**src/rtl/fb_hazard_ctrl_pkg.sv**
```systemverilog
// Shared types and decision helpers for the pipeline hazard controller.
// The state encodings here (INIT=0, RUN=1, MEMWAIT=2, MCWAIT=3) are the
// single source of truth for the controller and for any debug tooling that
// decodes the state output.
package fb_hazard_ctrl_pkg;

  typedef enum logic [1:0] {
    ST_INIT    = 2'd0,
    ST_RUN     = 2'd1,
    ST_MEMWAIT = 2'd2,
    ST_MCWAIT  = 2'd3
  } state_e;

  // Number of cycles the controller holds the pipeline in INIT after reset.
  localparam int INIT_CYCLES = 2;

  // Pipeline register control bundle, one bit per output.
  typedef struct packed {
    logic pc_we;
    logic ifid_we;
    logic idex_we;
    logic exmem_we;
    logic ifid_flush;
    logic idex_flush;
  } ctrl_t;

  // Everything frozen, both bubble inputs asserted.
  localparam ctrl_t CTRL_INIT = '{pc_we: 1'b0, ifid_we: 1'b0, idex_we: 1'b0,
                                  exmem_we: 1'b0, ifid_flush: 1'b1,
                                  idex_flush: 1'b1};
  // Whole pipeline holds its contents.
  localparam ctrl_t CTRL_FREEZE = '{pc_we: 1'b0, ifid_we: 1'b0, idex_we: 1'b0,
                                    exmem_we: 1'b0, ifid_flush: 1'b0,
                                    idex_flush: 1'b0};
  // Taken branch: advance, but kill the two wrong-path instructions.
  localparam ctrl_t CTRL_FLUSH = '{pc_we: 1'b1, ifid_we: 1'b1, idex_we: 1'b1,
                                   exmem_we: 1'b1, ifid_flush: 1'b1,
                                   idex_flush: 1'b1};
  // Load-use: hold PC and IF/ID, push one bubble into ID/EX.
  localparam ctrl_t CTRL_BUBBLE = '{pc_we: 1'b0, ifid_we: 1'b0, idex_we: 1'b1,
                                    exmem_we: 1'b1, ifid_flush: 1'b0,
                                    idex_flush: 1'b1};
  // Free-flowing pipeline.
  localparam ctrl_t CTRL_NORMAL = '{pc_we: 1'b1, ifid_we: 1'b1, idex_we: 1'b1,
                                    exmem_we: 1'b1, ifid_flush: 1'b0,
                                    idex_flush: 1'b0};

  typedef struct packed {
    ctrl_t  ctrl;
    state_e next;
    logic   flush_evt;
  } decision_t;

  // A load in EX whose destination feeds either ID source operand.
  // x0 never creates a dependency.
  function automatic logic load_use(input logic       id_valid,
                                    input logic [4:0] rs1,
                                    input logic [4:0] rs2,
                                    input logic       mem_read,
                                    input logic [4:0] rd);
    return id_valid & mem_read & (rd != 5'd0) & ((rd == rs1) | (rd == rs2));
  endfunction

  // Priority decision applied whenever the pipeline is allowed to run:
  // memory stall, multi-cycle EX, taken branch, load-use, then normal flow.
  function automatic decision_t run_eval(input logic dmem_busy,
                                         input logic mc_busy,
                                         input logic branch_taken,
                                         input logic hazard);
    decision_t d;
    d.ctrl      = CTRL_NORMAL;
    d.next      = ST_RUN;
    d.flush_evt = 1'b0;
    if (dmem_busy) begin
      d.ctrl = CTRL_FREEZE;
      d.next = ST_MEMWAIT;
    end else if (mc_busy) begin
      d.ctrl = CTRL_FREEZE;
      d.next = ST_MCWAIT;
    end else if (branch_taken) begin
      d.ctrl      = CTRL_FLUSH;
      d.flush_evt = 1'b1;
    end else if (hazard) begin
      d.ctrl = CTRL_BUBBLE;
    end
    return d;
  endfunction

endpackage

```
**src/rtl/fb_hazard_ctrl_if.sv**
```systemverilog
// Hazard-status inputs from the pipeline and the register control outputs
// returned to it. The pipeline side is the master, the controller the slave.
interface fb_hazard_ctrl_if;
  logic       id_valid;
  logic [4:0] id_register_rs1;
  logic [4:0] id_register_rs2;
  logic       ex_mem_read;
  logic [4:0] ex_register_rd;
  logic       ex_branch_taken;
  logic       ex_mc_busy;
  logic       dmem_busy;
  logic       pc_we;
  logic       ifid_we;
  logic       idex_we;
  logic       exmem_we;
  logic       ifid_flush;
  logic       idex_flush;

  modport master (
    output id_valid, id_register_rs1, id_register_rs2, ex_mem_read,
           ex_register_rd, ex_branch_taken, ex_mc_busy, dmem_busy,
    input  pc_we, ifid_we, idex_we, exmem_we, ifid_flush, idex_flush
  );

  modport slave (
    input  id_valid, id_register_rs1, id_register_rs2, ex_mem_read,
           ex_register_rd, ex_branch_taken, ex_mc_busy, dmem_busy,
    output pc_we, ifid_we, idex_we, exmem_we, ifid_flush, idex_flush
  );
endinterface

```
**src/rtl/fb_sat_counter.sv**
```systemverilog
// Event counter that sticks at all-ones instead of wrapping.
module fb_sat_counter #(
  parameter int WIDTH = 32
) (
  input  logic             clk,
  input  logic             clear,
  input  logic             inc,
  output logic [WIDTH-1:0] count
);

  function automatic logic [WIDTH-1:0] sat_inc(input logic [WIDTH-1:0] v);
    return (&v) ? v : v + 1'b1;
  endfunction

  // Clear has priority over counting.
  always_ff @(posedge clk) begin
    if (clear) begin
      count <= '0;
    end else if (inc) begin
      count <= sat_inc(count);
    end
  end

endmodule

```
**src/rtl/fb_hazard_ctrl.sv**
```systemverilog
// Pipeline hazard controller: decides stall, bubble and flush for the
// pipeline registers each cycle (Mealy), tracks long memory waits with a
// sticky timeout, and counts stall and flush cycles.
module fb_hazard_ctrl
  import fb_hazard_ctrl_pkg::*;
#(
  parameter int MAX_WAIT = 255,
  parameter int CNT_W    = 32
) (
  input  logic             clk,
  input  logic             rst,
  fb_hazard_ctrl_if.slave  bus,
  output logic             mem_timeout,
  output logic [CNT_W-1:0] stall_cnt,
  output logic [CNT_W-1:0] flush_cnt,
  output logic [1:0]       state
);

  localparam int WAIT_W = (MAX_WAIT < 2) ? 1 : $clog2(MAX_WAIT + 1);
  localparam logic [WAIT_W-1:0] WAIT_LIMIT = WAIT_W'(MAX_WAIT);
  localparam logic [1:0]        INIT_LAST  = 2'(INIT_CYCLES - 1);

  state_e            state_q;
  state_e            state_nxt;
  logic [1:0]        init_cnt;
  logic [WAIT_W-1:0] wait_cnt;
  logic [WAIT_W-1:0] wait_nxt;
  logic              timeout_hit;
  logic              hazard;
  decision_t         dec;
  ctrl_t             ctrl;
  logic              flush_evt;
  logic              stall_evt;

  assign hazard = load_use(bus.id_valid, bus.id_register_rs1,
                           bus.id_register_rs2, bus.ex_mem_read,
                           bus.ex_register_rd);

  // Next-state and Mealy control outputs; reset forces the INIT response.
  always_comb begin
    dec       = run_eval(bus.dmem_busy, bus.ex_mc_busy, bus.ex_branch_taken,
                         hazard);
    ctrl      = CTRL_INIT;
    state_nxt = state_q;
    flush_evt = 1'b0;
    case (state_q)
      ST_INIT: begin
        if (init_cnt == INIT_LAST) state_nxt = ST_RUN;
      end
      ST_RUN: begin
        ctrl      = dec.ctrl;
        state_nxt = dec.next;
        flush_evt = dec.flush_evt;
      end
      ST_MEMWAIT: begin
        if (bus.dmem_busy) begin
          ctrl      = CTRL_FREEZE;
          state_nxt = ST_MEMWAIT;
        end else begin
          ctrl      = dec.ctrl;
          state_nxt = dec.next;
          flush_evt = dec.flush_evt;
        end
      end
      ST_MCWAIT: begin
        if (bus.dmem_busy) begin
          ctrl      = CTRL_FREEZE;
          state_nxt = ST_MEMWAIT;
        end else if (bus.ex_mc_busy) begin
          ctrl      = CTRL_FREEZE;
          state_nxt = ST_MCWAIT;
        end else begin
          ctrl      = dec.ctrl;
          state_nxt = dec.next;
          flush_evt = dec.flush_evt;
        end
      end
      default: begin
        state_nxt = ST_INIT;
      end
    endcase
    if (rst) begin
      ctrl      = CTRL_INIT;
      state_nxt = ST_INIT;
      flush_evt = 1'b0;
    end
  end

  // Memory wait length: the cycle that enters MEMWAIT is the first busy
  // cycle, so entry restarts the count at one; it then saturates at the limit.
  always_comb begin
    wait_nxt    = wait_cnt;
    timeout_hit = 1'b0;
    if (!rst && state_nxt == ST_MEMWAIT) begin
      if (state_q != ST_MEMWAIT) begin
        wait_nxt = WAIT_W'(1);
      end else if (wait_cnt != WAIT_LIMIT) begin
        wait_nxt = wait_cnt + 1'b1;
      end
      timeout_hit = (wait_nxt == WAIT_LIMIT);
    end
  end

  // State register, INIT length counter, wait counter and sticky timeout.
  always_ff @(posedge clk) begin
    if (rst) begin
      state_q     <= ST_INIT;
      init_cnt    <= 2'd0;
      wait_cnt    <= '0;
      mem_timeout <= 1'b0;
    end else begin
      state_q  <= state_nxt;
      init_cnt <= (state_q == ST_INIT) ? init_cnt + 2'd1 : 2'd0;
      wait_cnt <= wait_nxt;
      if (timeout_hit) mem_timeout <= 1'b1;
    end
  end

  assign stall_evt = !rst && (state_q != ST_INIT) && !ctrl.pc_we;

  fb_sat_counter #(.WIDTH(CNT_W)) u_stall_cnt (
    .clk   (clk),
    .clear (rst),
    .inc   (stall_evt),
    .count (stall_cnt)
  );

  fb_sat_counter #(.WIDTH(CNT_W)) u_flush_cnt (
    .clk   (clk),
    .clear (rst),
    .inc   (flush_evt),
    .count (flush_cnt)
  );

  assign bus.pc_we      = ctrl.pc_we;
  assign bus.ifid_we    = ctrl.ifid_we;
  assign bus.idex_we    = ctrl.idex_we;
  assign bus.exmem_we   = ctrl.exmem_we;
  assign bus.ifid_flush = ctrl.ifid_flush;
  assign bus.idex_flush = ctrl.idex_flush;
  assign state          = state_q;

endmodule
```
**src/flat_wrapper.sv**
```systemverilog
// flat-port wrapper written by rule: the top's interface ports become plain ports
module fb_hazard_ctrl_flat import fb_hazard_ctrl_pkg::*;
#(
  parameter int MAX_WAIT = 255,
  parameter int CNT_W    = 32
)
  (clk, rst, mem_timeout, stall_cnt, flush_cnt, state, bus_id_valid, bus_id_register_rs1, bus_id_register_rs2, bus_ex_mem_read, bus_ex_register_rd, bus_ex_branch_taken, bus_ex_mc_busy, bus_dmem_busy, bus_pc_we, bus_ifid_we, bus_idex_we, bus_exmem_we, bus_ifid_flush, bus_idex_flush);
  fb_hazard_ctrl_if bus_i ();
  input  logic clk;
  input  logic rst;
  output logic mem_timeout;
  output logic [CNT_W-1:0] stall_cnt;
  output logic [CNT_W-1:0] flush_cnt;
  output logic [1:0] state;
  input wire logic [$bits(bus_i.id_valid)-1:0] bus_id_valid;
  input wire logic [$bits(bus_i.id_register_rs1)-1:0] bus_id_register_rs1;
  input wire logic [$bits(bus_i.id_register_rs2)-1:0] bus_id_register_rs2;
  input wire logic [$bits(bus_i.ex_mem_read)-1:0] bus_ex_mem_read;
  input wire logic [$bits(bus_i.ex_register_rd)-1:0] bus_ex_register_rd;
  input wire logic [$bits(bus_i.ex_branch_taken)-1:0] bus_ex_branch_taken;
  input wire logic [$bits(bus_i.ex_mc_busy)-1:0] bus_ex_mc_busy;
  input wire logic [$bits(bus_i.dmem_busy)-1:0] bus_dmem_busy;
  output wire logic [$bits(bus_i.pc_we)-1:0] bus_pc_we;
  output wire logic [$bits(bus_i.ifid_we)-1:0] bus_ifid_we;
  output wire logic [$bits(bus_i.idex_we)-1:0] bus_idex_we;
  output wire logic [$bits(bus_i.exmem_we)-1:0] bus_exmem_we;
  output wire logic [$bits(bus_i.ifid_flush)-1:0] bus_ifid_flush;
  output wire logic [$bits(bus_i.idex_flush)-1:0] bus_idex_flush;
  assign bus_i.id_valid = bus_id_valid;
  assign bus_i.id_register_rs1 = bus_id_register_rs1;
  assign bus_i.id_register_rs2 = bus_id_register_rs2;
  assign bus_i.ex_mem_read = bus_ex_mem_read;
  assign bus_i.ex_register_rd = bus_ex_register_rd;
  assign bus_i.ex_branch_taken = bus_ex_branch_taken;
  assign bus_i.ex_mc_busy = bus_ex_mc_busy;
  assign bus_i.dmem_busy = bus_dmem_busy;
  assign bus_pc_we = bus_i.pc_we;
  assign bus_ifid_we = bus_i.ifid_we;
  assign bus_idex_we = bus_i.idex_we;
  assign bus_exmem_we = bus_i.exmem_we;
  assign bus_ifid_flush = bus_i.ifid_flush;
  assign bus_idex_flush = bus_i.idex_flush;
  fb_hazard_ctrl #(.MAX_WAIT(MAX_WAIT), .CNT_W(CNT_W)) u_core (.clk(clk), .rst(rst), .bus(bus_i), .mem_timeout(mem_timeout), .stall_cnt(stall_cnt), .flush_cnt(flush_cnt), .state(state));
endmodule
```
**config.mk**
```make
export PLATFORM = sky130hd
export DESIGN_NAME = fb_hazard_ctrl_flat
export DESIGN_NICKNAME = d
export VERILOG_FILES = /design/src/rtl/fb_hazard_ctrl_pkg.sv /design/src/rtl/fb_hazard_ctrl_if.sv /design/src/rtl/fb_sat_counter.sv /design/src/rtl/fb_hazard_ctrl.sv /design/src/flat_wrapper.sv
export SDC_FILE = /design/constraint.sdc
export NUM_CORES = 1
export LEC_CHECK = 0
export CAP_MARGIN = 5
export CORE_ASPECT_RATIO = 1.1
export CORE_MARGIN = 5
export CORE_UTILIZATION = 45
export DETAILED_ROUTE_END_ITERATION = 6
export PLACE_DENSITY_LB_ADDON = 0.2
export SLEW_MARGIN = 30
export SYNTH_ARGS = -nofsm -noshare
export SYNTH_HDL_FRONTEND = slang
export SYNTH_SLANG_ARGS = --single-unit
```
**constraint.sdc**
```tcl
create_clock -name clk -period 2.3 [get_ports clk]
set_input_delay 0.46 -clock clk [delete_from_list [all_inputs] [get_ports clk]]
set_output_delay 0.46 -clock clk [all_outputs]
set_load 0.05 [all_outputs]
```
==> results_dict.tcl <==
set metrics [dict create \
    cp_data_required_time_ns 1.84 \
    ys_seq_area_frac 0.377 \
    clock_latency_ns 0.35 \
    min_period_over_period 0.980 \
    max_freq_mhz 444 \
    crit_family "simple AND/OR/NAND/NOR gates" \
    syn_area_mm2 0.00408 \
    synth_area_leaders "dfxtp_1, nor2_1, xnor2_1, nand4_1, a21oi_1" \
    dp_hpwl_mm 7.46 \
    grt_overflow_total 0 \
    critPathSlowestCell "or3b_4" \
    place_area_mm2 0.00539 \
    final_util 0.637 \
    yosys.cell_count.top_type "dfxtp_1" \
    first_global_vias 3815 \
    synthTopCellsByCount "dfxtp_1, nor2_1, a21oi_1, nand2_1, nand4_1" \
    fp.coreArea_mm2 0.00887 \
    antenna_left 0 \
    grtUsageTotal 0.191 \
    post_drt_wl_per_cell_um 14.5 \
    final_nets 633 \
    synthToLayoutAreaGrowth_pct 38.5 \
    tightest_slew_ns 0.795 \
    dr.pass1.iters 4 \
    path_class "in -> out" \
    grt_pass1_wl_mm 17.5 \
    io_pins 95 \
    yosysTopAreaCell "dfxtp_1" \
    vias_per_cell 5.59 \
    drv_slew 0 \
    cts.clk_slew.worst_paths_ns 0.07 \
    p_leak_nw 1.91 \
    cts.sinks 77 \
    drive_above_1_share 0.178 \
    cp-end-kind "output port" \
    setup_viol 0 \
    max_slew_margin 0.470 \
    synth_nets 518 \
    antenna_cells 0 \
    fin_skew_ns 0.0123 \
    avgSynthCellArea_um2 8.30 \
    port_buffers 94 \
    root_buffer "clkbuf_8" \
    grt_max_degree 78 \
    die_w_um 101 \
    place.gp.congestion 0.848 \
    cts_hold_buf 0 \
    start_util 0.460 \
    async_flop_share 0 \
    ys_seq_elements 77 \
    vdd_drop_max_v 0.000221 \
    drt_iter0_markers 234 \
    drc 0 \
    num_vias 4052 \
    yosys_warnings 0 \
    synthCells 492 \
    antenna_found_initial 0 \
    rsz0062_at_grt "yes" \
    synth_cell_types 57 \
    die_area_mm2 0.0111 \
    crit_buf_inv 2 \
    path_cells "clkdlybuf4s15_2 -> xnor2_1 -> nand2_1 -> o22ai_2 -> or3b_4 -> o21a_4 -> buf_8" \
    critPathMaxStageDelay_ns 0.41 \
    synth-main-ff-cell "dfxtp_1" \
    drv_cap 0 \
    cp.arrival_ns 1.79 \
    fin_area_mm2 0.00566 \
    cts_tree "built" \
    hold_class "reg -> reg" \
    hold_viol_final 0 \
    drt-total-wl_mm 10.5 \
    finalCriticalPeriod_ns 2.25 \
    critPathLaunchType "primary input" \
    fin_tns_setup_ns 0 \
    synth_top_area_frac 0.377 \
    rows 36 \
    synth_enable_flop_cells 0 \
    power.density_mw_per_mm2 504 \
    htreeDepth 3 \
    fp.dieH_um 110 \
    clk_path_buf_depth 2 \
    cp_max_fo 2 \
    status "completed" \
    cts_buffers 9 \
]
-- power breakdown --
group	internal (mW)	switching [mW]
sequential	1.36	0.0292
combinational	0.199	0.256
clock	0.500	0.511
-- repair_timing --
item / CTS / global route
gates resized for setup: 58 / 10
setup buffers: 1 / 3
pin swaps: 15 / 13
setup endpoints to repair: 24 / 18
-- through the flow --
step,hold slack (ns),worst slack (ns),power (mW),std cells
after global routing,0.479,-0.0492,2.98,725
final,0.450,0.0458,2.85,725
after detailed placement,0.444,-0.520,1.87,706
after global placement,0.416,-0.449,1.86,706
after floorplan,0.408,-0.0585,1.66,492
after CTS,0.454,0.00118,2.88,722
-- path summary, 6_finish.rpt --
path / startpoint / endpoint / slack (ns) / cells past startpoint
hold / removal: u_core.init_cnt[0] / u_core.init_cnt[0] / 0.45 / 1
setup / recovery: bus_id_register_rs1[1] / bus_ifid_we / 0.05 / 7
hold reg to reg: u_core.init_cnt[0] / u_core.init_cnt[0] / 0.45 / 1
setup reg to reg: u_core.u_stall_cnt.count[0] / u_core.u_stall_cnt.count[15] / 0.10 / 7
-- flip-flops by register name (all words and copies together) (netlist names) --
| signal | count |
|---|---|
| u_core.wait_cnt | 8 |
| u_core.state | 2 |
| u_core.u_stall_cnt.count | 32 |
| u_core.init_cnt | 2 |
| u_core.mem_timeout | 1 |
| u_core.u_flush_cnt.count | 32 |
-- per-layer routing --
metal | GRT usage | routed length [um] | up-vias | share of wire
met4 | 0.0500 | 93 | 0 | 0.0088
met2 | 0.329 | 5140 | 130 | 0.49
li1 | - | - | 2036 | -
met5 | 0 | 0 | - | 0
met3 | 0.0596 | 741 | 8 | 0.070
met1 | 0.230 | 4550 | 1878 | 0.43
-- layout make-up --
type | count | area, um2
Fill cell | 765 | 3220
Inverter | 11 | 41.3
Clock buffer | 10 | 128
Sequential cell | 77 | 1560
Clock inverter | 5 | 61.3
Timing Repair Buffer | 128 | 1240
Tap cell | 114 | 143
Multi-Input combinational cell | 380 | 2490
-- layout by cell type (no fill, tap or decap), types with 3 or more instances in the layout --
cell type | netlist | routed
clkdlybuf4s50_1 | 0 | 69
dfxtp_1 | 77 | 65
nor2_1 | 56 | 56
nand2_1 | 33 | 33
a21oi_1 | 33 | 33
buf_4 | 4 | 31
nand4_1 | 30 | 30
nand3_1 | 24 | 24
o21ai_0 | 22 | 22
xnor2_1 | 24 | 19
or3_1 | 19 | 19
nor3_1 | 18 | 17
xor2_1 | 16 | 16
dfxtp_2 | 0 | 12
inv_1 | 11 | 11
nor4_1 | 11 | 10
buf_2 | 4 | 10
or4_1 | 9 | 9
clkbuf_8 | 0 | 9
o31ai_1 | 9 | 8
nor2b_1 | 8 | 8
buf_12 | 0 | 7
and3_1 | 6 | 6
mux2_2 | 6 | 6
xnor2_2 | 0 | 5
and2_1 | 4 | 4
o311ai_0 | 4 | 4
ha_1 | 4 | 4
clkdlybuf4s15_1 | 0 | 4
and4_1 | 3 | 3
nor4_4 | 3 | 3
a31oi_1 | 3 | 3
o41ai_1 | 3 | 3
clkinvlp_4 | 0 | 3
dlymetal6s2s_1 | 0 | 3
-- worst register-to-register path: stages (launching register included) --
cell     delay, ns
dfxtp_1       0.40
ha_1          0.20
nand2_1       0.12
nor4_4        0.48
and4_1        0.38
buf_12        0.17
nor4_1        0.06
mux2_2        0.27
-- logic make-up after synthesis --
| logic type | synth area share |
|---|---|
| flip-flops | 0.377 |
| adder cells (fa/ha/maj) | 0.0123 |
| XOR/XNOR | 0.0858 |
| buffers and inverters | 0.0389 |
| AND/OR/NAND/NOR | 0.323 |
| AO/OA/AOI/OAI | 0.141 |
| multiplexers | 0.0214 |
Power figures use the tool's default switching activity.
